## src/rtl/entropy_byte_collector.sv

```systemverilog
// Entropy byte collector: samples the raw TRNG bit stream, runs a
// repetition-count health test, removes bias with a von Neumann
// corrector and packs corrected bits into WIDTH-bit words.
// Handshake: a word is transferred on a clk edge where byte_valid=1 and
// byte_ready=1; byte_data is held stable while byte_valid=1 and
// byte_ready=0.
module entropy_byte_collector #(
   parameter int REP_LIMIT = 16,
   parameter int WIDTH     = 8
) (
   input  logic             clk,
   input  logic             rst,
   input  logic             ena,
   input  logic             raw_bit,
   output logic [WIDTH-1:0] byte_data,
   output logic             byte_valid,
   input  logic             byte_ready,
   output logic             health_fail,
   output logic [7:0]       overrun_cnt,
   output logic [1:0]       dbg_state
);

   typedef enum logic [1:0] {
      S_IDLE   = 2'd0,
      S_FIRST  = 2'd1,
      S_SECOND = 2'd2,
      S_FAIL   = 2'd3
   } state_t;

   localparam int              CNT_W    = (WIDTH > 1) ? $clog2(WIDTH) : 1;
   localparam logic [CNT_W-1:0] CNT_LAST = CNT_W'(WIDTH - 1);
   localparam logic [7:0]       LIMIT    = 8'(REP_LIMIT);

   state_t           state_q;
   logic             pair_q;
   logic             prev_q;
   logic             ref_ok_q;
   logic [7:0]       run_q;
   logic [WIDTH-1:0] shift_q;
   logic [CNT_W-1:0] cnt_q;
   logic [WIDTH-1:0] data_q;
   logic             valid_q;
   logic             fail_q;
   logic [7:0]       ovr_q;

   logic             sample;
   logic [7:0]       run_d;
   logic             trip;
   logic             emit;
   logic             done;
   logic [WIDTH-1:0] word_d;

   // Next run count, health-test trip and corrector/packer decisions.
   always_comb begin
      sample = ena && ((state_q == S_FIRST) || (state_q == S_SECOND));
      run_d  = 8'd1;
      if (ref_ok_q && (raw_bit == prev_q)) begin
         run_d = (run_q >= LIMIT) ? LIMIT : run_q + 8'd1;
      end
      trip   = sample && (run_d == LIMIT);
      emit   = ena && (state_q == S_SECOND) && (raw_bit != pair_q) && !trip;
      done   = emit && (cnt_q == CNT_LAST);
      word_d = {shift_q[WIDTH-2:0], pair_q};
   end

   // Sampling FSM with repetition-count tracking; FAIL is sticky until rst.
   always_ff @(posedge clk) begin
      if (rst) begin
         state_q  <= S_IDLE;
         pair_q   <= 1'b0;
         prev_q   <= 1'b0;
         ref_ok_q <= 1'b0;
         run_q    <= 8'd0;
         fail_q   <= 1'b0;
      end else begin
         case (state_q)
            S_FAIL: state_q <= S_FAIL;
            default: begin
               if (!ena) begin
                  // Dropping out discards any half pair and breaks the run.
                  state_q  <= S_IDLE;
                  ref_ok_q <= 1'b0;
               end else if (state_q == S_IDLE) begin
                  state_q <= S_FIRST;
               end else begin
                  run_q    <= run_d;
                  prev_q   <= raw_bit;
                  ref_ok_q <= 1'b1;
                  if (trip) begin
                     state_q <= S_FAIL;
                     fail_q  <= 1'b1;
                  end else if (state_q == S_FIRST) begin
                     pair_q  <= raw_bit;
                     state_q <= S_SECOND;
                  end else begin
                     state_q <= S_FIRST;
                  end
               end
            end
         endcase
      end
   end

   // Packing shift register and output word register with overrun count.
   always_ff @(posedge clk) begin
      if (rst) begin
         shift_q <= '0;
         cnt_q   <= '0;
         data_q  <= '0;
         valid_q <= 1'b0;
         ovr_q   <= 8'd0;
      end else if (state_q == S_FAIL) begin
         valid_q <= 1'b0;
      end else if (trip) begin
         // Health failure flushes any pending word and partial bits.
         valid_q <= 1'b0;
         shift_q <= '0;
         cnt_q   <= '0;
      end else begin
         if (emit) begin
            shift_q <= word_d;
            cnt_q   <= done ? '0 : cnt_q + 1'b1;
         end
         if (done) begin
            if (!valid_q || byte_ready) begin
               data_q  <= word_d;
               valid_q <= 1'b1;
            end else if (ovr_q != 8'hFF) begin
               ovr_q <= ovr_q + 8'd1;
            end
         end else if (valid_q && byte_ready) begin
            valid_q <= 1'b0;
         end
      end
   end

   assign byte_data   = data_q;
   assign byte_valid  = valid_q;
   assign health_fail = fail_q;
   assign overrun_cnt = ovr_q;
   assign dbg_state   = state_q;

endmodule
```

## config.mk

```make
export PLATFORM = sky130hd
export DESIGN_NAME = entropy_byte_collector
export DESIGN_NICKNAME = d
export VERILOG_FILES = /design/src/rtl/entropy_byte_collector.sv
export SDC_FILE = /design/constraint.sdc
export NUM_CORES = 1
export LEC_CHECK = 0
export CORE_ASPECT_RATIO = 1.2
export CORE_MARGIN = 5
export CORE_UTILIZATION = 45
export CTS_BUF_LIST = sky130_fd_sc_hd__clkbuf_4 sky130_fd_sc_hd__clkbuf_8 sky130_fd_sc_hd__clkbuf_16
export DETAILED_ROUTE_END_ITERATION = 8
export HOLD_SLACK_MARGIN = 0.03
export PLACE_DENSITY = 0.72
export SLEW_MARGIN = 10
export SYNTH_ARGS = -nofsm -noshare
export SYNTH_HDL_FRONTEND = slang
export SYNTH_SLANG_ARGS = --single-unit
```

## constraint.sdc

```tcl
create_clock -name clk -period 2.2 [get_ports clk]
set_input_delay 0.55 -clock clk [delete_from_list [all_inputs] [get_ports clk]]
set_output_delay 0.55 -clock clk [all_outputs]
set_load 0.005 [all_outputs]
```

# Word level (Yosys, flattened, before mapping)
# Cells that the tools add are included.
op_classes:
  order_cmp: 1
  n_mux: 17
  eq_ne: 10
  n_reduce_logical: 24
  n_addsub: 3
  bitwise_logic: 4
op_table:
  columns: ["cell", "n"]
  rows:
  - ["8-bit by 1-bit adder with 8-bit output (second input constant)", 2]
  - ["8-bit 2-to-1 mux", 2]
  - ["7-bit 2-to-1 mux", 2]
  - ["2-bit 2-to-1 mux", 5]
  - ["5-bit AND reduction", 2]
  - ["3-bit 2-to-1 mux", 3]
  - ["8-bit by 5-bit equality test with 1-bit output (second input constant)", 1]
  - ["8-bit by 5-bit greater-or-equal comparator with 1-bit output (second input constant)", 1]
  - ["1-bit logical AND", 8]
  - ["8-bit != test (second input constant)", 1]
  - ["4-bit AND reduction", 2]
  - ["2-bit AND reduction", 3]
  - ["1-bit 2-to-1 mux", 5]
  - ["2-bit equality test (second input constant)", 2]
  - ["1-bit NOT", 4]
  - ["2-bit nonzero test", 2]
  - ["3-bit by 1-bit adder with 3-bit output (second input constant)", 1]
  - ["3-bit equality test (second input constant)", 1]
  - ["3-bit AND reduction", 1]
  - ["3-bit OR reduction", 1]
  - ["2-bit by 1-bit equality test with 1-bit output (second input constant)", 1]
  - ["1-bit logical NOT", 2]
  - ["2-bit logical NOT", 1]
  - ["1-bit logical OR", 2]
  - ["4 further kinds", 4]
word_totals:
  word_cells: 70
  regBits: 41
  out_inout_bits: 20

# Depth between registers and ports, before layout
# Gate-level depths: netlist of the first run.
depth:
  word_depth: 11
  mapped_depth: 8

# Worst setup path after synthesis of the first run
# OpenSTA, ideal clock, no wires.
synth_path:
  kind: "register to register"
  start: "register run_q[0]"
  end: "register ovr_q[0], in the netlist overrun_cnt[0]"
  slack_ns: 0.257
  n_path_buf: 0
  required_time_ns: 2.077
  t_arrival_ns: 1.819
  synth_period_minus_slack_ns: 1.943
  setup_ns: 0.123
  path_stages_with_launch: 7
  path_cell_list: "dfxtp_1 > inv_1 > ha_1 > o31a_4 > nor3_4 > nor4_2 > mux2_1"
synth_between:
  elab_chain_len: 9
  word_cells_on_any_way: 11
  cone_classes: "add/sub (1); order compare (1); eq/ne (1); mux (2); bitwise (1); reduce/logical (5)"
synth_rtl:
  columns: ["item", "line_no", "text"]
  rows:
  - ["start, declared", "38", "logic [7:0] run_q;"]
  - ["start signal, assigned", "86", "run_q <= run_d;"]
  - ["8-bit by 1-bit adder with 8-bit output or 8-bit by 5-bit greater-or-equal comparator with 1-bit output (tied branches)", "58", "run_d = (run_q >= LIMIT) ? LIMIT : run_q + 8'd1;"]
  - ["8-bit 2-to-1 mux *", "58", null]
  - ["8-bit 2-to-1 mux *", "57", "if (ref_ok_q && (raw_bit == prev_q)) begin"]
  - ["8-bit by 5-bit equality test with 1-bit output *", "60", "trip = sample && (run_d == LIMIT);"]
  - ["1-bit logical AND *", "60", null]
  - ["1-bit logical NOT", "61", "emit = ena && (state_q == S_SECOND) && (raw_bit != pair_q) && !trip;"]
  - ["1-bit logical AND", "61", null]
  - ["1-bit logical AND", "62", "done = emit && (cnt_q == CNT_LAST);"]
  - ["5-bit AND reduction (no source line) *", null, null]
  - ["end signal, assigned", "129", "ovr_q <= ovr_q + 8'd1;"]
  - ["end, declared", "44", "logic [7:0] ovr_q;"]
# Every way passes the cells marked *; elsewhere a longest branch is shown, timed or not.
# A chain may end at the register's enable or synchronous reset.

# Worst setup path after layout of the first run
layout_path:
  start: "input raw_bit"
  end: "register ovr_q[4], in the netlist overrun_cnt[4]"
layout_between:
  elab_chain_len: 9
  word_cells_on_any_way: 12
  cone_classes: "eq/ne (3); mux (1); bitwise (1); reduce/logical (7)"
layout_rtl:
  columns: ["item", "line_no", "text"]
  rows:
  - ["start, declared", "14", "input logic raw_bit,"]
  - ["1-bit equality test", "57", null]
  - ["1-bit logical AND", "57", null]
  - ["8-bit 2-to-1 mux", "57", null]
  - ["8-bit by 5-bit equality test with 1-bit output", "60", null]
  - ["1-bit logical AND", "60", null]
  - ["1-bit logical NOT", "61", null]
  - ["1-bit logical AND", "61", null]
  - ["1-bit logical AND", "62", null]
  - ["5-bit AND reduction (no source line) *", null, null]
# Marked as above.

==> results of run 1 <==
==> worst min-delay path: stages (launching register included) <==
cell,delay [ps]
dfxtp_1,310
inv_1,40
o32ai_1,70
==> stage by stage <==
stage                     cell area, sq um  TNS [ps]  hold WS, ps  instances
after floorplan                       1960         0          449        207
after global placement                2400     -2980          464        299
after detailed placement              2400     -3450          465        299
after CTS                             2500         0          477        306
after global routing                  2510         0          502        306
final                                 2510         0          472        306
==> layout by cell type (no fill, tap or decap), types with 3 or more instances in the layout <==
| cell type | synthesis | layout |
|---|---|---|
| a211oi_1 | 3 | 3 |
| a21oi_1 | 10 | 10 |
| and2_1 | 4 | 4 |
| buf_4 | 0 | 20 |
| clkbuf_8 | 0 | 5 |
| clkdlybuf4s50_1 | 0 | 24 |
| dfxtp_1 | 41 | 41 |
| ha_1 | 9 | 9 |
| inv_1 | 9 | 9 |
| mux2_1 | 4 | 4 |
| mux2i_1 | 4 | 4 |
| nand2_1 | 11 | 11 |
| nand2b_1 | 11 | 11 |
| nand3_1 | 5 | 5 |
| nand3b_1 | 7 | 7 |
| nor2_1 | 19 | 19 |
| nor2b_1 | 6 | 6 |
| nor3_1 | 3 | 3 |
| nor4_1 | 5 | 5 |
| o21ai_0 | 11 | 11 |
| o22ai_1 | 5 | 5 |
| or3_1 | 4 | 3 |
==> routing by layer <==
layer,global-route usage [%],share of wire (%),vias up
li1,-,-,829
met4,6.32,1.8,0
met5,0,0,-
met1,16.3,44,775
met2,27.3,51,18
met3,3.75,2.6,6
==> power groups by stage <==
stage / clock network, mW / registers (mW) / logic [mW]
6_report: 0.577 / 0.752 / 0.0842
5_1_grt: 0.625 / 0.753 / 0.0931
4_1_cts: 0.597 / 0.752 / 0.0848
3_5_place_dp: 0 / 0.770 / 0.0844
3_3_place_gp: 0 / 0.770 / 0.0824
2_1_floorplan: 0 / 0.769 / 0.0484
==> registers in the layout, indices dropped and copies added, names as in the netlist <==
| register | flops |
|---|---|
| byte_data | 8 |
| overrun_cnt | 8 |
| run_q | 8 |
| shift_q | 7 |
| cnt_q | 3 |
| dbg_state | 2 |
| byte_valid | 1 |
| health_fail | 1 |
| pair_q | 1 |
| prev_q | 1 |
| ref_ok_q | 1 |
==> cells by family (layout without fill, tap and decap cells) <==
group | Yosys count | count (layout) | synth area share, %
xor gates and xnor gates | 3 | 3 | 1.34
and+or+nand+nor | 88 | 88 | 26.8
DFF | 41 | 41 | 41.9
buffers and inverters | 18 | 61 | 3.89
AOI/OAI and AO/OA | 40 | 40 | 16.0
muxes | 8 | 8 | 4.34
adders and majority gates | 9 | 9 | 5.75
==> worst max-delay path by stage <==
stage,startpoint,end,slack [ps],cells past startpoint
finish,raw_bit,overrun_cnt[4],120,6
global route,raw_bit,overrun_cnt[4],2,6
CTS,run_q[0],shift_q[2],50,6
detailed placement,raw_bit,cnt_q[1],-240,5
global placement,raw_bit,shift_q[0],-200,5
floorplan,run_q[0],overrun_cnt[0],260,6
==> layout make-up <==
cell class                      count  area [sq um]  area share, %
Clock inverter                      2          35.0           1.40
Inverter                            9          33.8           1.35
Tap cell                           56          70.1           2.80
Sequential cell                    41           821           32.8
Clock buffer                        5          68.8           2.75
Multi-Input combinational cell    148          1070           42.6
Timing Repair Buffer               45           410           16.4
==> impl_metrics.csv, run 1 <==
group,metric,value,unit
timing,skew,3.95,ps
logic_synthesis,synth_area_leader_cell,"dfxtp_1",
critical_path,max_stage_delay,560,ps
drt,vias_per_cell,5.32,
critical_path,cp-start-kind,"primary input",
place,pre_cts_ws,-240,ps
clock_network,cts_max_level,2,
pwr,ir_worst_vdd,432,uV
clock_network,clockRootBuffer,"clkbuf_8",
pwr,p_int,1.12,mW
logic_synthesis,synthTopCellsByCount,"dfxtp_1 (41), nor2_1 (19), nand2_1 (11), nand2b_1 (11), o21ai_0 (11)",
logic_synthesis,synth_cell_type_count,47,
die,dieHeight,82.3,um
clock_network,worstSkewPairLatency,290,ps
pwr,comb_power_share,6.0,%
timing,max_freq,0.481,GHz
pwr,total_power,1.41,mW
critical_path,crit_required,2380,ps
drt,drc,0,
logic_synthesis,syn_inst,207,
clock_network,cts_buffers,5,
global_route,grt_pass1_vias,1613,
critical_path,path_buf_inv,1,
final_layout,area_growth_syn_to_layout,27.9,%
clock_network,clock_path_buffers,2,
critical_path,crit_fanout,4,
timing,timing.final.crit_share,94.6,%
global_route,grt_max_degree,19,
drt,dr_total_vias,1628,
die,fp.dieArea,0.00578,sq mm
hold_path,hp-start,"shift_q[6]",
critical_path,cp_top_family,"simple AND/OR/NAND/NOR gates",
critical_path,r2r-end,"overrun_cnt[4]",
clock_network,cts_tree,"done",
logic_synthesis,ys_seq_elements,41,
logic_synthesis,synth_area_leaders,"dfxtp_1 (42%), ha_1 (5.7%), nor2_1 (3.6%)",
die,core-area,0.00423,sq mm
logic_synthesis,syn_area,0.00196,sq mm
final_layout,fin_nets,264,
final_layout,final_util,59.3,%
pwr,powerDensity,564,mW/mm^2
global_route,track_usage,14.9,%
drt,drt_wl_total,4000,um
hold_path,min_to,"shift_q[6]",
clock_network,post_cts_buffers,0,
critical_path,slowest_stage,"clkdlybuf4s50_1",
global_route,grt_pass1_wl,6910,um
logic_synthesis,ys_warn_count,0,
drt,drtAntennaViolNets,0,
drt,drtIter0Drc,34,
timing,slew-limit-headroom,70.6,%
clock_network,hold_buffers,0,
pwr,seqPwrFrac,53.2,%
critical_path,cp-end-kind,"flip-flop",
timing,worst_pin_slew,436,ps
drt,avgRoutedWirePerCell,13.1,um
place,gp_congestion,0.791,
pwr,power.switching,298,uW
clock_network,cts.sinks,41,
critical_path,reg2reg_from,"run_q[0]",
pwr,p_clk_share,40.8,%
final_layout,n_antenna_cell,0,
die,placementRows,26,
critical_path,worstRegToRegCells,6,
critical_path,crit_arrival,2260,ps
timing,drv_slew,0,
die,start_util,46.3,%
logic_synthesis,yosysTopAreaCellShare,41.9,%
critical_path,rrSetupSlack,120,ps
logic_synthesis,synth.avg_cell_area,9.47,sq um
pwr,swShare,21.1,%
place,port_buffers,24,
logic_synthesis,synth_ff_type,"dfxtp_1",
hold_path,min_path_type,"flip-flop to flip-flop",
logic_synthesis,synth_edf_count,0,
global_route,grt_antenna_before_repair,0,
hold_path,holdPathStages,2,
die,io_pins,25,
clock_network,clk_pin_slew_worst_paths,80,ps
logic_synthesis,ys_seq_area_share,41.9,%
logic_synthesis,yosysMostFrequentCell,"dfxtp_1",
logic_synthesis,syn_nets,221,
drt,first_pass_iters,4,
clock_network,cts.repair.resized,0,
final_layout,fillCellCount,401,
timing,period_needed,2080,ps
die,die_w,70.2,um
outcome,outcome,"finished, final reports clean",
logic_synthesis,synthArstFlopShare,0,%
flow_run,drv_cap,0,
critical_path,worstSetupPathType,"primary input to flip-flop",
timing,setup_viol,0,
pwr,leakage,0.932,nW
final_layout,drive_gt1_share,17.2,%
timing,rsz0062_at_grt,"false",
global_route,grt_overflow,0,
timing,hold_viol_final,0,
critical_path,crit_chain,"clkdlybuf4s50_1, xnor2_1, nor2_1, nand2_1, nor4_1, mux2_1",
place,dp_hpwl,3000,um
timing,finalWorstSetupSlack,119,ps
Power figures use the tool's default switching activity.
==> run 2: changes to the inputs <==
- ABC_CLOCK_PERIOD_IN_PS: default -> 2200
- SLEW_MARGIN: 10 -> 20
==> results of run 2 <==
The final DEF is identical to that of run 1; final timing and power are the same.
